### src/rtl/dot_product_accumulator.sv
// Dot-product accumulator behind a fixed-latency multiplier: issue tags ride a shift pipe
// alongside the product, and each finished sum is held on a valid/ready output register.
// Build option: define ACC_SAT_EN to make each add saturate at 2^ACC_W-1 instead of wrapping.
module dot_product_accumulator #(
  parameter int PROD_W  = 8,
  parameter int ACC_W   = 12,
  parameter int MUL_LAT = 4,
  parameter int LEN     = 4
) (
  input  logic              clk,
  input  logic              rst,
  input  logic              issue_valid,
  input  logic              issue_last,
  input  logic [PROD_W-1:0] product,
  output logic              out_valid,
  input  logic              out_ready,
  output logic [ACC_W-1:0]  out_data,
  output logic              busy,
  output logic              overrun,
  output logic              len_err
);

  localparam int CNT_W = $clog2(LEN + 1);

  typedef enum logic {
    S_IDLE = 1'b0,
    S_ACC  = 1'b1
  } state_t;

  state_t             state_q;
  logic [MUL_LAT-1:0] tag_valid_q;
  logic [MUL_LAT-1:0] tag_last_q;
  logic [ACC_W-1:0]   acc_q;
  logic [CNT_W-1:0]   cnt_q;
  logic               out_valid_q;
  logic [ACC_W-1:0]   out_data_q;
  logic               overrun_q;
  logic               len_err_q;

  logic               tag_v;
  logic               tag_l;
  logic [CNT_W-1:0]   cnt_d;
  logic               len_hit;
  logic               term_end;
  logic [ACC_W-1:0]   prod_ext;
  logic [ACC_W-1:0]   acc_base;
  logic [ACC_W-1:0]   sum_d;

  assign tag_v    = tag_valid_q[MUL_LAT-1];
  assign tag_l    = tag_last_q[MUL_LAT-1];
  assign cnt_d    = cnt_q + CNT_W'(1);
  assign len_hit  = (cnt_d == CNT_W'(LEN));
  assign term_end = tag_v & (tag_l | len_hit);
  assign prod_ext = ACC_W'(product);
  // A vector's first term starts from zero rather than from the stale accumulator.
  assign acc_base = (state_q == S_ACC) ? acc_q : '0;

`ifdef ACC_SAT_EN
  logic [ACC_W:0] sum_full;
  assign sum_full = {1'b0, acc_base} + {1'b0, prod_ext};
  assign sum_d    = sum_full[ACC_W] ? {ACC_W{1'b1}} : sum_full[ACC_W-1:0];
`else
  assign sum_d    = acc_base + prod_ext;
`endif

  always_ff @(posedge clk) begin
    if (rst) begin
      state_q     <= S_IDLE;
      tag_valid_q <= '0;
      tag_last_q  <= '0;
      acc_q       <= '0;
      cnt_q       <= '0;
      out_valid_q <= 1'b0;
      out_data_q  <= '0;
      overrun_q   <= 1'b0;
      len_err_q   <= 1'b0;
    end else begin
      tag_valid_q[0] <= issue_valid;
      tag_last_q[0]  <= issue_valid & issue_last;
      for (int i = 1; i < MUL_LAT; i++) begin
        tag_valid_q[i] <= tag_valid_q[i-1];
        tag_last_q[i]  <= tag_last_q[i-1];
      end

      if (tag_v) begin
        acc_q <= sum_d;
        if (term_end) begin
          state_q <= S_IDLE;
          cnt_q   <= '0;
          if (!tag_l) len_err_q <= 1'b1;
        end else begin
          state_q <= S_ACC;
          cnt_q   <= cnt_d;
        end
      end

      // A held, unaccepted result wins; the newer sum is dropped and flagged.
      if (term_end) begin
        if (!out_valid_q || out_ready) begin
          out_valid_q <= 1'b1;
          out_data_q  <= sum_d;
        end else begin
          overrun_q <= 1'b1;
        end
      end else if (out_valid_q && out_ready) begin
        out_valid_q <= 1'b0;
      end
    end
  end

  assign out_valid = out_valid_q;
  assign out_data  = out_data_q;
  assign overrun   = overrun_q;
  assign len_err   = len_err_q;
  assign busy      = (state_q == S_ACC) | (|tag_valid_q);

endmodule

### config.mk
export PLATFORM = sky130hd
export DESIGN_NAME = dot_product_accumulator
export DESIGN_NICKNAME = d
export VERILOG_FILES = /design/src/rtl/dot_product_accumulator.sv
export SDC_FILE = /design/constraint.sdc
export NUM_CORES = 1
export LEC_CHECK = 0
export ABC_AREA = 1
export CAP_MARGIN = 30
export CORE_MARGIN = 1
export CORE_UTILIZATION = 45
export DETAILED_ROUTE_END_ITERATION = 8
export PLACE_DENSITY_LB_ADDON = 0.2
export SLEW_MARGIN = 20
export SYNTH_ARGS = -nofsm -noshare
export SYNTH_HDL_FRONTEND = slang
export SYNTH_SLANG_ARGS = --single-unit
### constraint.sdc
create_clock -name clk -period 2.08 [get_ports clk]
set_clock_uncertainty 0.15 [all_clocks]
set_input_delay 0.416 -clock clk [delete_from_list [all_inputs] [get_ports clk]]
set_output_delay 0.416 -clock clk [all_outputs]
set_load 0.02 [all_outputs]
**After elaboration in Yosys (flattened, before gate mapping)**

Cells that the tools add are included.

- Mux-type cells: 6
- Div/mod/pow operators: 0
- $mul: 0
- Bitwise logic cells: 6
- Equality and inequality tests: 2
- $add $sub $neg: 2
- Shift-type cells: 0
- Order comparisons: 0
- Reductions and logical operators: 9

Operator list:

| operator | number |
|---|---|
| adder 12 x 8 -> 12 bit | 1 |
| two-way mux 12 bit | 1 |
| AND reduction 2 bit | 3 |
| two-way mux 1 bit | 4 |
| OR reduction 4 bit | 1 |
| adder 3 x 1 -> 3 bit, second input constant | 1 |
| == test 3 bit, second input constant | 1 |
| two-way mux 3 bit | 1 |
| AND reduction 3 bit | 1 |
| AND 1 bit | 2 |
| != test 2 x 1 -> 1 bit, second input constant | 1 |
| NOT 1 bit | 2 |
| bitwise OR 1 bit | 2 |
| nonzero test 2 bit | 1 |
| logical AND 1 bit | 1 |
| logical NOT 1 bit | 1 |
| logical OR 1 bit | 1 |

- Bits in read-only memories: 0
- Memories: 0
- Bits in latches: 0
- Input port bits: 13
- Bits in registers: 39
- Memory bits (writable): 0
- Output and inout port bits: 16

**Logic depth before layout (Yosys ltp)**

Gate-level depths: netlist of run 1.

- Depth after elaboration: 6
- Depth in mapped cells: 15
- Mapped depth without buffers: 14

**Worst setup path after synthesis of run 1**

No wires, ideal clock.

- Path kind: flip-flop to flip-flop
- Start: register state_q
- End: register acc_q[8]
- Setup time: 0.109 ns
- Path slack: 0.034 ns
- Data required time: 1.821 ns
- Data arrival time: 1.787 ns
- Buffers on the path: 1
- Clock period less this slack: 2.046 ns
- Cell stages (with the launch flop): 16
- Cell sequence: dfxtp_1 > buf_2 > nand2_1 > inv_1 > ha_1 > fa_1 > nand2_1 > nand2_1 > nand3_1 > nand2_1 > nand2_1 > nand2_1 > nand2_1 > nand3_1 > nand2_1 > inv_1

- Word-level cells in the longest chain between the ends: 2

RTL lines:

| item | RTL line | RTL |
|---|---|---|
| from (decl) | 30 | `state_t state_q;` |
| from (signal assigned) | 68 | `state_q <= S_IDLE;` |
| from (signal assigned) | 88 | `state_q <= S_IDLE;` |
| from (signal assigned) | 92 | `state_q <= S_ACC;` |
| two-way mux 12 bit | 56 | `assign acc_base = (state_q == S_ACC) ? acc_q : '0;` |
| adder 12 x 8 -> 12 bit | 63 | `assign sum_d = acc_base + prod_ext;` |
| to (signal assigned) | 86 | `acc_q <= sum_d;` |
| to (decl) | 33 | `logic [ACC_W-1:0] acc_q;` |

No other way between the ends.
A chain may end at the register's enable or synchronous reset.

**Worst setup path in the final report of run 1**

- Start: register state_q
- End: output port busy

- Word-level cells in the longest chain between the ends: 1

RTL lines:

| item | RTL line | RTL |
|---|---|---|
| bitwise OR 1 bit | 115 | `assign busy = (state_q == S_ACC) \| (\|tag_valid_q);` |
| to (decl) | 18 | `output logic busy,` |

No other way between the ends.

==> results of run 1 <==
critical path, stage by stage, from the launching register on:
cell           delay, ps
dfxtp_2              360
buf_4                170
nor2_1               150
nand4_1              100
dlygate4sd2_1        330
stage by stage:
stage	cells	setup TNS, ps	power (W)	util, %
global placement	389	-3320	0.000886	56.6
floorplan	302	0	0.000834	-
finish	397	0	0.00140	60.2
global route	397	-14.9	0.00145	60.2
detailed placement	389	-3630	0.000888	56.6
CTS	397	0	0.00142	58.9
repair_timing:
action,4_1_cts,5_1_grt
pin swaps,0,3
gates resized for setup,3,16
setup endpoints to repair,5,14
registers in the layout, summed over array words and instances (netlist names):
name,count
acc_q,12
out_data,12
tag_last_q,4
tag_valid_q,4
cnt_q,3
len_err,1
out_valid,1
overrun,1
state_q,1
area by class of cell:
type	count	area share, %
Clock inverter	3	0.955
Timing Repair Buffer	45	16.1
Multi-Input combinational cell	193	39.4
Inverter	60	8.60
Clock buffer	5	2.63
Tap cell	52	2.48
Sequential cell	39	29.8
power by group through the flow:
stage               Clock [W]  Sequential (W)  Combinational, W
floorplan                   0        0.000778         0.0000562
global placement            0        0.000779          0.000107
detailed placement          0        0.000779          0.000108
CTS                  0.000546        0.000762          0.000108
global route         0.000564        0.000763          0.000124
finish               0.000525        0.000762          0.000110
cells in the final DEF, fill, tap and decap left out:
cell,n
inv_1,59
nand2_1,56
nor2_1,49
dfxtp_1,38
nand3_1,26
clkdlybuf4s50_1,26
buf_4,16
o21ai_0,10
o21a_1,8
ha_1,8
nand2_2,7
a21oi_1,5
clkbuf_8,5
nand4_1,4
nand3_2,2
o211ai_1,2
xor2_1,2
clkinv_4,2
a21oi_2,1
or2_1,1
o21ai_1,1
xnor2_2,1
xnor2_1,1
o21ai_2,1
a211oi_1,1
nor3_2,1
nor3_1,1
o22ai_1,1
or2_2,1
inv_2,1
fa_2,1
ha_4,1
ha_2,1
clkinvlp_4,1
dlymetal6s2s_1,1
dlygate4sd2_1,1
buf_12,1
dfxtp_2,1
metal layers:
metal / part of all wire, % / wire length [µm] / GRT usage (%) / vias up
met2: 47 / 1960 / 33.5 / 32
li1: - / - / - / 1011
met4: 1.4 / 61 / 8.16 / 0
met5: 0 / 0 / 0 / -
met1: 48 / 2040 / 23.1 / 839
met3: 3.8 / 159 / 3.07 / 5
cells by family (layout without fill, tap and decap cells):
kind of cell	count (synthesis)	count (layout)	share of synthesized area, %
AO/OA/AOI/OAI	30	30	9.01
XOR/XNOR	4	4	1.73
adder cells (fa/ha/maj)	11	11	7.16
buffers and inverters	70	113	13.6
flip-flops	39	39	38.5
AND/OR/NAND/NOR	148	148	30.0
worst max path at each step:
stage                               from                         to  slack [ps]  cells past startpoint
floorplan           state_q$_SDFFE_PP0P_      acc_q[8]$_SDFFE_PP0P_          30                     15
global placement              product[0]      acc_q[8]$_SDFFE_PP0P_        -340                     13
detailed placement            product[0]      acc_q[8]$_SDFFE_PP0P_        -370                     13
CTS                           product[0]      acc_q[8]$_SDFFE_PP0P_         0.8                     13
global route        state_q$_SDFFE_PP0P_  out_data[11]$_SDFFE_PP0P_         -10                     11
finish              state_q$_SDFFE_PP0P_                       busy         110                      4
==> summary.md, run 1 <==
| Metric | Value |
|---|---|
| Status | `complete, no violations` |
| Initial antenna violation count | `0` |
| Reg2reg end | `out_data[11]$_SDFFE_PP0P_` |
| DRC errors left | `0` |
| Syn avg cell area | `6.71 µm²` |
| Initial Utilization | `46.6%` |
| Gr usage total | `19.2%` |
| Crit path DAT | `1400 ps` |
| Syn. warnings | `0` |
| Die width | `69.1 µm` |
| Area leader, netlist | `dfxtp_1` |
| Final hold slack | `254 ps` |
| Clk Latency, worst-skew pair | `290 ps` |
| Share of the synthesized area in the top cell type | `38.5%` |
| Yosys cell types | `24` |
| Area of the mapped netlist | `0.00203 mm²` |
| Routability Congestion | `0.814` |
| CP Class | `reg2out` |
| Flop pwr share | `54.5%` |
| Top post-synthesis cells by area | `dfxtp_1 39%, nand2_1 12%, inv_1 11%, nor2_1 9.1%, nand3_1 6.9%` |
| Mapped Cells | `302` |
| Worst min-delay path class | `reg2reg` |
| Post-synth top cells | `63 x nand2_1, 59 x inv_1, 49 x nor2_1` |
| DRT Wirelength | `4220 µm` |
| Multi-input logic area | `0.00103 mm²` |
| Max-cap violations | `0` |
| H-tree Lvls | `2` |
| DIE HEIGHT | `69.1 µm` |
| DR WL/cell | `10.6 µm` |
| Most frequent cell after synthesis | `nand2_1` |
| Cell Pwr Density | `533 mW/mm²` |
| Ys async rst share | `0%` |
| Placed Area | `0.00246 mm²` |
| Final Max Tran Viols | `0` |
| # hold bufs at CTS | `0` |
| HP Start | `tag_last_q[2]$_SDFF_PP0_` |
| Flops & latches, synth | `39` |
| Relative slew slack | `66.2%` |
| Int Pwr | `0.00105 W` |
| Port-buffer cells | `28` |
| Die area | `0.00478 mm²` |
| Max rail drop VDD | `0.481 mV` |
| Ports | `29` |
| Antenna-violating nets left | `0` |
| Reg clk slew, reported paths | `80 ps` |
| Fmax | `509 MHz` |
| Longest Clk Path Bufs | `2` |
| Post-synth EDFFs | `0` |
| Pre-CTS setup slack | `-372 ps` |
| Layout cells sized above 1 | `12.8%` |
| Iteration-0 DRC Markers | `61` |
| First-pass GRT wire length | `7380 µm` |
| WHS Path Cells | `2` |
| Worst slew pin tran | `507 ps` |
| Post-CTS Setup Bufs | `0` |
| Clock root cell | `clkbuf_8` |
| Cell area after layout | `0.00262 mm²` |
| # rows | `24` |
| Worst setup margin | `115 ps` |
| CTS sink cnt | `39` |
| Worst hold path endpoint | `tag_last_q[3]$_SDFF_PP0_` |
| Vias in the first global route | `1751` |
| Endpoints failing setup | `0` |
| FILL cells | `407` |
| Net Count, Synth | `326` |
| Req. time, crit path | `1510 ps` |
| GRT Residual Overflow | `0` |
| DR vias | `1887` |
| NetSw | `0.000348 W` |
| CTS tree | `done` |
| Core Footprint | `0.00435 mm²` |
| Worst reg-to-reg path cell count | `11` |
| Final hold vios | `0` |
| Tcrit/Tclk final | `94.5%` |
| Crit. End Element | `output pin` |
| Leakage | `1.36 nW` |
| Via/cell ratio | `4.75` |
| Startpoint types | `register` |
| Seq/Total Area, Yosys | `38.5%` |
| TritonCTS Buffers | `5` |
| N_diodes | `0` |
| R2r startpoint | `state_q$_SDFFE_PP0P_` |
| Crit path max fanout | `9` |
| Post-DP HPWL | `2990 µm` |
| Logic pwr share | `7.9%` |
| R2R setup slack | `140 ps` |
| Net count, final | `368` |
| Sw Share | `24.9%` |
| 1st-pass router iterations | `4` |
| Final min period | `1970 ps` |
| Register area | `782 µm²` |
| Largest net degree at the start of global routing | `27` |
| Area grow syn2layout | `29.3%` |
| Clock share of power | `37.6%` |
| Dominant synthesized flop cell | `dfxtp_1` |
Note: power is estimated with default switching activity, not from simulation.
==> run 2: changes to the inputs <==
--- a/config.mk
+++ b/config.mk
@@ -10,6 +10,7 @@
 export CORE_MARGIN = 1
 export CORE_UTILIZATION = 45
 export DETAILED_ROUTE_END_ITERATION = 8
+export MAX_ROUTING_LAYER = met4
 export PLACE_DENSITY_LB_ADDON = 0.2
 export SLEW_MARGIN = 20
 export SYNTH_ARGS = -nofsm -noshare
==> constraint.sdc (replaced) <==
create_clock -name clk -period 2 [get_ports clk]
set_clock_uncertainty 0.15 [all_clocks]
set_input_delay 0.4 -clock clk [delete_from_list [all_inputs] [get_ports clk]]
set_output_delay 0.4 -clock clk [all_outputs]
set_load 0.02 [all_outputs]
==> summary.md, run 2 (synthesis results as in run 1) <==
| Metric | Value |
|---|---|
| Status | `complete, no violations (unchanged)` |
| # hold bufs at CTS | `0 (unchanged)` |
| # rows | `24 (unchanged)` |
| DR WL/cell | `10.6 µm (about the same)` |
| Net count, final | `369 (was 368)` |
| Gr usage total | `18.7% (was 19.2%)` |
| Leakage | `1.37 nW (was 1.36 nW)` |
| Crit. End Element | `register (was output pin)` |
| RSZ-0062 raised after global routing | `yes` |
| GRT Residual Overflow | `0 (unchanged)` |
| Total Power | `0.00147 W (was 0.00140 W)` |
| H-tree Lvls | `2 (unchanged)` |
| Via/cell ratio | `4.63 (was 4.75)` |
| Ports | `29 (unchanged)` |
| Vias in the first global route | `1575 (was 1751)` |
| Final hold slack | `256 ps (was 254 ps)` |
| R2R setup slack | `70 ps (was 140 ps)` |
| Relative slew slack | `62.6% (was 66.2%)` |
| Reg2reg end | `acc_q[8]$_SDFFE_PP0P_ (was out_data[11]$_SDFFE_PP0P_)` |
| Die area | `0.00478 mm² (unchanged)` |
| Sw Share | `25.6% (was 24.9%)` |
| WHS Path Cells | `2 (unchanged)` |
| Most frequent cells in the layout | `59 x inv_1, 56 x nand2_1, 48 x nor2_1 (was 59 x inv_1, 56 x nand2_1, 49 x nor2_1)` |
| Max rail drop VDD | `0.469 mV (was 0.481 mV)` |
| Endpoints failing setup | `0 (unchanged)` |
| N_diodes | `0 (unchanged)` |
| HP Start | `tag_last_q[2]$_SDFF_PP0_ (unchanged)` |
| Commonest non-fill, non-tap cell in the layout | `inv_1 (unchanged)` |
| Worst slew pin tran | `560 ps (was 507 ps)` |
| Post-DP HPWL | `3020 µm (was 2990 µm)` |
| Worst hold path endpoint | `tag_last_q[3]$_SDFF_PP0_ (unchanged)` |
| Clk Latency, worst-skew pair | `300 ps (was 290 ps)` |
| Port-buffer cells | `28 (unchanged)` |
| Crit path DAT | `1990 ps (was 1400 ps)` |
| Iteration-0 DRC Markers | `78 (was 61)` |
| CP Class | `reg2reg (was reg2out)` |
| Antenna-violating nets left | `0 (unchanged)` |
| Flop pwr share | `53.8% (was 54.5%)` |
| Largest net degree at the start of global routing | `27 (unchanged)` |
| Routability Congestion | `0.865 (was 0.814)` |
| DRT Wirelength | `4230 µm (was 4220 µm)` |
| Initial Utilization | `46.6% (unchanged)` |
| Worst min-delay path class | `reg2reg (unchanged)` |
| Cell Pwr Density | `559 mW/mm² (was 533 mW/mm²)` |
| CTS sink cnt | `39 (unchanged)` |
| Crit path max fanout | `5 (was 9)` |
| Req. time, crit path | `2060 ps (was 1510 ps)` |
| Clock root cell | `clkbuf_8 (unchanged)` |
| Die width | `69.1 µm (unchanged)` |
| Final min period | `1930 ps` |
| Longest Clk Path Bufs | `2 (unchanged)` |
| First-pass GRT wire length | `6890 µm (was 7380 µm)` |
| Clock share of power | `38.1% (was 37.6%)` |
| CTS tree | `done (unchanged)` |
| Layout cells sized above 1 | `13.6% (was 12.8%)` |
| Fmax | `518 MHz` |
| Final Max Tran Viols | `0 (unchanged)` |
| Reg clk slew, reported paths | `80 ps (about the same)` |
| 1st-pass router iterations | `4 (unchanged)` |
| Tcrit/Tclk final | `96.5%` |
| Final hold vios | `0 (unchanged)` |
| Max-cap violations | `0 (unchanged)` |
| TritonCTS Buffers | `5 (unchanged)` |
| Int Pwr | `0.00109 W (was 0.00105 W)` |
| Startpoint types | `register (unchanged)` |
| Initial antenna violation count | `0 (unchanged)` |
| NetSw | `0.000377 W (was 0.000348 W)` |
| Core Footprint | `0.00435 mm² (unchanged)` |
| DR vias | `1841 (was 1887)` |
| Area grow syn2layout | `29.9% (was 29.3%)` |
| Logic pwr share | `8.2% (was 7.9%)` |
| R2r startpoint | `state_q$_SDFFE_PP0P_ (unchanged)` |
| DRC errors left | `0 (unchanged)` |
| DIE HEIGHT | `69.1 µm (unchanged)` |
| Worst reg-to-reg path cell count | `14 (was 11)` |
run 2: per-layer routing:
layer	global-route usage, %	share of wire [%]
met1	23.8	49
met2	29.0	47
met3	4.39	3.1
met4	6.80	1.5
met5	-	0
run 2: area by class of cell:
type | count | area [µm²]
clock buffers | 5 | 68.8
multi-input cells | 193 | 1050
repair buffers | 46 | 417
fillers | 399 | 1720
flip-flops and latches | 39 | 785
inverters | 60 | 225
well taps | 52 | 65.1
clock inverters | 3 | 23.8
run 2: power by group through the flow:
stage / sequential [W] / clock (W) / combinational, W
6_report: 0.000791 / 0.000560 / 0.000120
5_1_grt: 0.000793 / 0.000609 / 0.000134
4_1_cts: 0.000792 / 0.000580 / 0.000114
3_5_place_dp: 0.000811 / 0 / 0.000114
3_3_place_gp: 0.000810 / 0 / 0.000114
2_1_floorplan: 0.000809 / 0 / 0.0000586
run 2: per-stage QoR:
step / TNS [ps] / instance area [µm²] / setup slack (ps) / util (%) / instances
after floorplan: 0 / 2030 / 4.00 / - / 302
after global placement: -4070 / 2450 / -346 / 56.3 / 389
after detailed placement: -4410 / 2450 / -384 / 56.3 / 389
after CTS: 0 / 2550 / 27.3 / 58.7 / 397
after global routing: -384 / 2630 / -62.2 / 60.5 / 398
final: 0 / 2630 / 70.8 / 60.5 / 398
run 2: worst max-delay path, stage by stage, from the launching register on:
cell and delay [ps]:
dfxtp_4 370, nand2_1 50, inv_1 40, ha_2 190, fa_2 370, nand2_2 70, nand2_2 60, nand3_2 90
nand2_2 70, nand2_1 80, nand2_1 50, nand2_1 70, nand3_1 70, nand2_1 70, inv_1 30
run 2: timing repair:
action / CTS / global route
pin swaps: 0 / 6
resized for setup: 5 / 16
gates cloned: 0 / 0
setup endpoints to repair: 6 / 13
buffers inserted: 0 / 1
run 2: how the worst max path moves through the flow:
stage,slack (ps),start,cells past startpoint,end
2_1_floorplan,4,state_q$_SDFFE_PP0P_,15,acc_q[8]$_SDFFE_PP0P_
3_3_place_gp,-350,product[0],13,acc_q[8]$_SDFFE_PP0P_
3_5_place_dp,-380,product[0],13,acc_q[10]$_SDFFE_PP0P_
4_1_cts,30,product[0],13,acc_q[10]$_SDFFE_PP0P_
5_1_grt,-60,state_q$_SDFFE_PP0P_,14,out_data[10]$_SDFFE_PP0P_
6_report,70,state_q$_SDFFE_PP0P_,14,acc_q[8]$_SDFFE_PP0P_
